### config.mk
export PLATFORM = sky130hd
export DESIGN_NAME = par2ser_tx
export DESIGN_NICKNAME = d
export VERILOG_FILES = /design/src/rtl/serial_pkg.sv /design/src/rtl/bit_timer.sv /design/src/rtl/par2ser_tx.sv
export SDC_FILE = /design/constraint.sdc
export NUM_CORES = 1
export LEC_CHECK = 0
export CORE_MARGIN = 2
export CORE_UTILIZATION = 45
export DETAILED_ROUTE_END_ITERATION = 10
export GPL_TIMING_DRIVEN = 1
export PLACE_DENSITY_LB_ADDON = 0.2
export SLEW_MARGIN = 20
export SYNTH_ARGS = -nofsm -noshare
export SYNTH_HDL_FRONTEND = slang
export SYNTH_SLANG_ARGS = --single-unit
### constraint.sdc
create_clock -name clk -period 2 [get_ports clk]
set_input_delay 0.2 -clock clk [delete_from_list [all_inputs] [get_ports clk]]
set_output_delay 0.2 -clock clk [all_outputs]
set_load 0.05 [all_outputs]
### src/rtl/serial_pkg.sv
// -----------------------------------------------------------------------------
// serial_pkg
// Shared definitions for the serial link. Both the transmitter and the
// receiver import this package.
//   tx_state_e  : frame sequencer states (IDLE, START, DATA, STOP)
//   *_LEVEL     : line levels for idle, start bit and stop bit
// -----------------------------------------------------------------------------
package serial_pkg;

    typedef enum logic [1:0] {
        IDLE  = 2'd0,
        START = 2'd1,
        DATA  = 2'd2,
        STOP  = 2'd3
    } tx_state_e;

    localparam logic IDLE_LEVEL  = 1'b1;
    localparam logic START_LEVEL = 1'b0;
    localparam logic STOP_LEVEL  = 1'b1;

endpackage

### src/rtl/bit_timer.sv
// -----------------------------------------------------------------------------
// bit_timer
// Down-counter that measures one serial bit period. A load restarts the count
// at CLKS_PER_BIT-1. The counter then runs down to 0 and stays there.
// tick_o is high while the count is 0, which marks the last clock of a bit.
// With CLKS_PER_BIT=1 the load value is 0, so tick_o stays high and every
// bit lasts exactly one clock.
// Ports:
//   clk     : clock, posedge
//   reset   : synchronous, active-high; clears the count
//   load_i  : restart the bit period
//   tick_o  : final cycle of the current bit period
// -----------------------------------------------------------------------------
module bit_timer #(
    parameter int unsigned CLKS_PER_BIT = 4
) (
    input  logic clk,
    input  logic reset,
    input  logic load_i,
    output logic tick_o
);

    localparam int unsigned CNT_W = $clog2(CLKS_PER_BIT) + 1;
    localparam logic [CNT_W-1:0] LOAD_VAL = CNT_W'(CLKS_PER_BIT - 1);

    logic [CNT_W-1:0] cnt_q;
    logic [CNT_W-1:0] cnt_d;

    // Next count: reload, count down, or hold at zero.
    always_comb begin
        cnt_d = cnt_q;
        if (load_i) begin
            cnt_d = LOAD_VAL;
        end else if (cnt_q != CNT_W'(0)) begin
            cnt_d = cnt_q - CNT_W'(1);
        end else begin
            cnt_d = cnt_q;
        end
    end

    // Count register with synchronous reset.
    always_ff @(posedge clk) begin
        if (reset) begin
            cnt_q <= CNT_W'(0);
        end else begin
            cnt_q <= cnt_d;
        end
    end

    assign tick_o = (cnt_q == CNT_W'(0));

endmodule

### src/rtl/par2ser_tx.sv
// -----------------------------------------------------------------------------
// par2ser_tx
// Parallel-in / serial-out framed transmitter. The module takes one DATA_W-bit
// word over a valid/ready handshake and sends it as one frame:
// start bit (0), DATA_W data bits, then stop bit (1). Each bit lasts
// CLKS_PER_BIT clocks. The line is high when idle.
// Every output comes directly from a flop.
// Ports:
//   clk      : clock, posedge
//   reset    : synchronous, active-high; aborts any frame in progress
//   data_i   : word to send; captured only on the accept cycle
//   valid_i  : data_i is valid
//   ready_o  : a word can be accepted this cycle (IDLE only)
//   serial_o : serial line
//   busy_o   : a frame is in progress
//   done_o   : one-cycle pulse in the first IDLE cycle after a stop bit
// -----------------------------------------------------------------------------
module par2ser_tx
    import serial_pkg::*;
#(
    parameter int unsigned DATA_W       = 8,
    parameter int unsigned CLKS_PER_BIT = 4,
    parameter int unsigned LSB_FIRST    = 1
) (
    input  logic              clk,
    input  logic              reset,
    input  logic [DATA_W-1:0] data_i,
    input  logic              valid_i,
    output logic              ready_o,
    output logic              serial_o,
    output logic              busy_o,
    output logic              done_o
);

    localparam int unsigned IDX_W = $clog2(DATA_W) + 1;
    localparam logic [IDX_W-1:0] LAST_IDX = IDX_W'(DATA_W - 1);

    // Returns the bit that goes on the line next. The shift register always
    // keeps the outgoing bit at the end it shifts out from.
    function automatic logic head_bit(input logic [DATA_W-1:0] word);
        if (LSB_FIRST != 0) begin
            return word[0];
        end else begin
            return word[DATA_W-1];
        end
    endfunction

    tx_state_e         state_q,   state_d;
    logic [DATA_W-1:0] shreg_q,   shreg_d;
    logic [IDX_W-1:0]  bit_idx_q, bit_idx_d;
    logic              serial_q,  serial_d;
    logic              busy_q,    busy_d;
    logic              ready_q,   ready_d;
    logic              done_q,    done_d;

    logic              tick_s;
    logic              load_s;
    logic [DATA_W-1:0] shifted_s;

    bit_timer #(
        .CLKS_PER_BIT (CLKS_PER_BIT)
    ) u_bit_timer (
        .clk    (clk),
        .reset  (reset),
        .load_i (load_s),
        .tick_o (tick_s)
    );

    // Frame sequencer. The registered outputs are computed from the next
    // state, so the line changes on the edge that enters each bit.
    always_comb begin
        state_d   = state_q;
        shreg_d   = shreg_q;
        bit_idx_d = bit_idx_q;
        serial_d  = serial_q;
        busy_d    = busy_q;
        ready_d   = ready_q;
        done_d    = 1'b0;
        load_s    = 1'b0;
        if (LSB_FIRST != 0) begin
            shifted_s = shreg_q >> 1;
        end else begin
            shifted_s = shreg_q << 1;
        end

        case (state_q)
            IDLE: begin
                if (valid_i && ready_q) begin
                    state_d  = START;
                    shreg_d  = data_i;
                    serial_d = START_LEVEL;
                    busy_d   = 1'b1;
                    ready_d  = 1'b0;
                    load_s   = 1'b1;
                end else begin
                    serial_d = IDLE_LEVEL;
                end
            end
            START: begin
                if (tick_s) begin
                    state_d   = DATA;
                    bit_idx_d = IDX_W'(0);
                    serial_d  = head_bit(shreg_q);
                    load_s    = 1'b1;
                end else begin
                    serial_d = START_LEVEL;
                end
            end
            DATA: begin
                if (tick_s) begin
                    if (bit_idx_q == LAST_IDX) begin
                        state_d  = STOP;
                        serial_d = STOP_LEVEL;
                        load_s   = 1'b1;
                    end else begin
                        shreg_d   = shifted_s;
                        bit_idx_d = bit_idx_q + IDX_W'(1);
                        serial_d  = head_bit(shifted_s);
                        load_s    = 1'b1;
                    end
                end else begin
                    serial_d = serial_q;
                end
            end
            STOP: begin
                if (tick_s) begin
                    state_d  = IDLE;
                    serial_d = IDLE_LEVEL;
                    busy_d   = 1'b0;
                    ready_d  = 1'b1;
                    done_d   = 1'b1;
                end else begin
                    serial_d = STOP_LEVEL;
                end
            end
            default: begin
                state_d  = IDLE;
                serial_d = IDLE_LEVEL;
                busy_d   = 1'b0;
                ready_d  = 1'b1;
            end
        endcase
    end

    // State and output registers. A reset aborts any frame and drops the
    // captured word.
    always_ff @(posedge clk) begin
        if (reset) begin
            state_q   <= IDLE;
            shreg_q   <= {DATA_W{1'b0}};
            bit_idx_q <= IDX_W'(0);
            serial_q  <= IDLE_LEVEL;
            busy_q    <= 1'b0;
            ready_q   <= 1'b1;
            done_q    <= 1'b0;
        end else begin
            state_q   <= state_d;
            shreg_q   <= shreg_d;
            bit_idx_q <= bit_idx_d;
            serial_q  <= serial_d;
            busy_q    <= busy_d;
            ready_q   <= ready_d;
            done_q    <= done_d;
        end
    end

    assign ready_o  = ready_q;
    assign serial_o = serial_q;
    assign busy_o   = busy_q;
    assign done_o   = done_q;

endmodule

Word level (Yosys, flattened, before mapping) --
Cells that the tools add are included.
Storage, ports and cells: input port bits 11, output and inout port bits 4, register bits after elaboration 21, word-level logic and storage cells 67
Operators by class: multiplexer cells 30, equality and inequality tests 10, add/sub/neg operators 2, bitwise logic cells 1, reduce and logical (&&, ||, !) cells 15
Operators by type and width (count):
- $mux 8 | 3
- $pmux 8 s2 | 1
- $mux 2 | 7
- $mux 4 | 3
- $ne 2x2->1 const B | 6
- $mux 1 | 10
- $pmux 2 s4 | 1
- $pmux 4 s2 | 1
- $reduce_and 4->1 | 2
- $reduce_bool 2->1 | 4
- $pmux 1 s2 | 3
- $reduce_or 2->1 | 3
- $reduce_and 5->1 | 1
- $add 4x1->4 const B | 1
- $eq 2x2->1 const B | 2
- $eq 4x3->1 const B | 1
- $pmux 1 s4 | 1
- $logic_not 3->1 | 1
- $reduce_and 3->1 | 1
- $reduce_bool 3->1 | 1
- $sub 3x1->3 const B | 1
- $eq 2x1->1 const B | 1
- $logic_not 2->1 | 1
- $logic_and 1x1->1 | 1
- $not 1->1 | 1

Depth between registers and ports, before layout --
word-level depth 4, depth in mapped cells 7, mapped depth without buffers 5

Modules after synthesis --
A second synthesis with hierarchy kept.
Unflattened totals: cell total of the unflattened synthesis 132, area, all modules 1202.4 sq um
By module, submodules not included:
- par2ser_tx | instances 1, sequential area each 360.3 sq um, area each 1027.2 sq um, cells an instance 114
- bit_timer | instances 1, sequential area each 60.1 sq um, area each 175.2 sq um, cells an instance 18

Least setup slack after synthesis --
Ideal clock, no wire load.
kind register to register, start point register state_q[0], end point register state_q[0], data required time 1879 ps, path slack 130 ps, data arrival time 1749 ps, path buffers 1, cell stages (with the launch flop) 7, library setup time 121 ps, period minus slack after synthesis 1870 ps, cells stage by stage dfxtp_1 inv_1 ha_1 buf_2 or3_1 a221oi_2 mux2_2
On the way: word-level cells in the longest chain between the ends 3, elaborated cells on any way between the ends 11, classes of those cells 8 x eq/ne; 1 x mux; 2 x reduce/logical
RTL lines:
- start: declaration | RTL line par2ser_tx.sv:48 | tx_state_e state_q, state_d;
- start signal: assignment | RTL line par2ser_tx.sv:157 | state_q <= state_d;
- $eq 2x2->1 (tied with other cells) | RTL line par2ser_tx.sv:86 | case (state_q)
- $ne 2x2->1 (no line)
- $reduce_and 5->1 (no line)
Several ways; a longest one is shown, not always the timed one. A chain may end at the register's enable or synchronous reset.

Worst setup path in the final report --
start point register state_q[0], end point register shreg_q[5]
On the way: word-level cells in the longest chain between the ends 3, elaborated cells on any way between the ends 8, classes of those cells 4 x eq/ne; 1 x mux; 3 x reduce/logical
RTL lines:
- $eq 2x2->1 or $logic_not 2->1 (tied branches) | RTL line par2ser_tx.sv:86
- $ne 2x2->1 (no line) or $reduce_bool 2->1 (tied branches)
- $reduce_and 4->1 (no line)
- end signal: assignment | RTL line par2ser_tx.sv:150 | shreg_q <= {DATA_W{1'b0}};
- end signal: assignment | RTL line par2ser_tx.sv:158 | shreg_q <= shreg_d;
- end: declaration | RTL line par2ser_tx.sv:49 | logic [DATA_W-1:0] shreg_q, shreg_d;
Several ways; a longest one is shown, not always the timed one.

==> summary.txt <==
Clock network
  – Quantity of hold-fixing buffers added after cts: 0
  – Clk root buf: clkbuf_4
  – Clock Sinks: 21
  – Clock tree from TritonCTS: done
  – Deepest clock path buffer count: 2
  – Clk Latency, worst-skew pair: 0.31 ns
  – Post-cts repair resize count: 0
  – Buffers inserted during post-CTS setup optimization: 0
  – Cts bufs inserted: 3
  – Clock-pin slew on the worst setup and hold paths: 0.12 ns
  – H-tree levels: 1

STA
  – Final clock period utilization by the worst path: 93.3%
  – Worst slew margin relative to its limit: 67.3%
  – Max Freq: 536 MHz
  – Pin slew with the least headroom to its limit: 0.489 ns
  – Count of final setup violators: 0
  – Accumulated negative setup slack: 0 ns
  – Worst clock skew: 0.00602 ns
  – Post-layout min period: 1.87 ns
  – Number of hold violations in the final report: 0
  – RSZ-0062 raised after global routing: no
  – Final-report max-slew violation count: 0

Yosys
  – Number of synthesis warnings: 0
  – Post-synth design cell area: 1210 um^2
  – Number of enable flip-flop cells after synthesis: 0
  – Number of distinct standard cells referenced by the synthesized netlist: 39
  – Seq/Total Area, Yosys: 34.7%
  – Synth Instances: 130
  – Total of flip-flops plus latches after synthesis: 21
  – Syn avg cell area: 9.33 um^2
  – Fraction of registers with async set/reset: 0%
  – Most used DFF post-synth: dfxtp_1
  – Syn_nets: 148

Finish
  – Final standard cell count with taps included and fillers excluded: 179
  – Area delta synth->final: 19.7%
  – Post-route standard cell area excluding fillers: 1450 um^2
  – Most common cell after layout, fill and taps aside: dfxtp_1
  – Sequential cell area: 420 um^2
  – Final Core Density: 57.5%
  – Number of diodes: 0
  – Fill cell instance count of the final layout: 218
  – Commonest non-fill, non-tap cells in the layout: 21 x dfxtp_1, 14 x clkdlybuf4s50_1, 12 x nor2_1, 10 x a21oi_1
  – NumNets Final: 168
  – Multi-input gate area in the final layout: 751 um^2
  – Proportion of layout cells with a drive suffix above 1: 17.4%

Power and ir drop
  – Static leakage: 0.580 nW
  – Switching power summed over all nets: 0.823 mW
  – Internal Pwr Total: 1.22 mW
  – Clock Power Share: 10.1%
  – Overall Power: 2.04 mW
  – Worst supply voltage drop on vdd: 0.000854 V
  – Logic gate share of total power: 58.3%
  – Fraction of power spent switching nets: 40.3%
  – Power density normalized to cell area: 1410 nW/um^2
  – Power share of the sequential group: 31.6%

Placement
  – Placer Congestion: 0.735
  – Number of buffers added on ports: 14
  – HPWL after detailed placement: 1.67 mm
  – Number of placed cells counting well taps: 175
  – Instance area at placement: 1410 um^2

Critical path
  – Sort of element at the end of the critical path: register
  – Worst reg2reg startpoint: state_q[0]
  – Setup CP Type: reg2reg
  – Arrival time of data at the critical path endpoint: 2.07 ns
  – Crit path launch type: register
  – Crit path required time: 2.21 ns
  – Buffer and inverter count on the worst path: 1
  – Worst R2R Path Depth: 5
  – Slowest cell on the critical path: a2111oi_2
  – Dominant delay contributor by cell family on the critical path: compound AO/OA/AOI/OAI gates
  – Reg2reg setup slack: 0.13 ns
  – Worst stage delay on the critical path: 0.41 ns
  – Cell breakdown of the critical path: inv_1 > ha_2 > and4b_1 > a2111oi_2 > mux2_2
  – Critical Path Fanout Max: 8
  – Worst r2r dst: shreg_q[5]

Global route
  – Vias in the first global route: 915
  – GRT Util Overall: 15.5%
  – Global-route wire length before repair: 3.87 mm
  – Residual overflow from global routing: 0
  – Antenna violations before repair: 0
  – Largest net degree at the start of global routing: 31

Detailed routing
  – Vias: 978
  – Sum of routed wire length over all layers: 2.29 mm
  – Vias per std cell: 5.46
  – Iteration-0 DRC Markers: 25
  – Antenna-violating nets left: 0
  – Router iterations before antenna repair: 4
  – Number of design rule violations left after detail routing: 0
  – Average wire per cell in the routed design: 12.8 um

Hold path
  – Worst hold path depth: 3
  – Tightest Hold Check Type: in2reg
  – Worst Hold Endpoint: shreg_q[7]
  – Origin of the worst min-delay path: data_i[7]

Floorplan
  – Core region area: 2520 um^2
  – Boundary pin count: 15
  – Vertical die dimension: 55.9 um
  – Width of the die: 55.9 um
  – Starting density of the core: 48.1%
  – Total die area: 3130 um^2
  – Standard-cell row count: 18

Job
  – Max-cap viol count: 0

Status
  – Run status: finished clean
-- per-stage QoR --
step | setup WS (ns) | hold WS, ns
4_1_cts | 0.0670 | 0.451
5_1_grt | 0.0299 | 0.464
3_3_place_gp | 0.152 | 0.463
2_1_floorplan | 0.130 | 0.330
3_5_place_dp | 0.0814 | 0.468
6_report | 0.134 | 0.463
-- tightest hold or removal path, delay by kind of cell --
family                 cells  cell delay (ns)
AND/OR/NAND/NOR            1             0.06
buffers and inverters      1             0.40
AO/OA/AOI/OAI              1             0.07
-- power by group through the flow --
stage / Sequential (mW) / Clock (mW) / Combinational [mW]
final: 0.645 / 0.207 / 1.19
after CTS: 0.647 / 0.220 / 1.16
after global placement: 0.648 / 0 / 1.12
after floorplan: 0.723 / 0 / 0.812
after detailed placement: 0.656 / 0 / 1.15
after global routing: 0.664 / 0.234 / 1.31
-- cell usage after synthesis, drive strengths merged, types with 2 or more instances --
cell / instances / area share (%)
or3: 3 / 1.5
a21oi: 10 / 4.1
ha: 7 / 7.2
o211ai: 2 / 1.2
clkbuf: 3 / 0.93
nand2b: 5 / 2.6
o21bai: 2 / 1.2
nor2b: 7 / 3.6
nand3: 3 / 1.2
nor2: 12 / 3.7
a21o: 2 / 1.3
nand3b: 3 / 1.9
mux2i: 9 / 7.4
buf: 3 / 1.8
mux2: 9 / 8.4
inv: 6 / 1.9
o21ai: 4 / 1.7
dfxtp: 21 / 35
-- sequential cells by signal, summed over array words and instances (netlist names) --
name and flops:
bit_idx_q 4, busy_o 1, done_o 1, ready_o 1
serial_o 1, shreg_q 8, state_q 2, u_bit_timer.cnt_q 3
-- area by class of cell --
| class | instances | share of cell area [%] |
|---|---|---|
| Clock inverter | 1 | 0.345 |
| Tap cell | 30 | 2.59 |
| Timing Repair Buffer | 21 | 13.3 |
| Inverter | 6 | 1.55 |
| Sequential cell | 21 | 29.0 |
| Clock buffer | 3 | 1.55 |
| Multi-Input combinational cell | 97 | 51.7 |
-- per-layer routing --
layer,vias up,share of wire [%],global-route usage [%]
met5,-,0,0
met4,0,1.1,6.12
met3,4,3.2,3.02
met2,16,50,26.9
met1,457,46,18.8
li1,501,-,-
-- worst max-delay path by stage --
stage / start / end / slack, ns / cells after the start
4_1_cts: state_q[0] / state_q[0] / 0.07 / 5
3_3_place_gp: state_q[0] / shreg_q[2] / 0.15 / 5
3_5_place_dp: state_q[0] / state_q[0] / 0.08 / 5
5_1_grt: u_bit_timer.cnt_q[0] / shreg_q[5] / 0.03 / 5
2_1_floorplan: state_q[0] / state_q[0] / 0.13 / 6
6_report: state_q[0] / shreg_q[5] / 0.13 / 5
-- logic make-up after synthesis --
kind of cell	count (synthesis)	share of synthesized area [%]
AOI/OAI and AO/OA	28	16.2
xor gates and xnor gates	1	0.723
adders and majority gates	7	7.22
buffers and inverters	12	4.54
DFF	21	34.7
muxes	18	15.8
and+or+nand+nor	43	20.8
(Power assumes the default switching activity.)
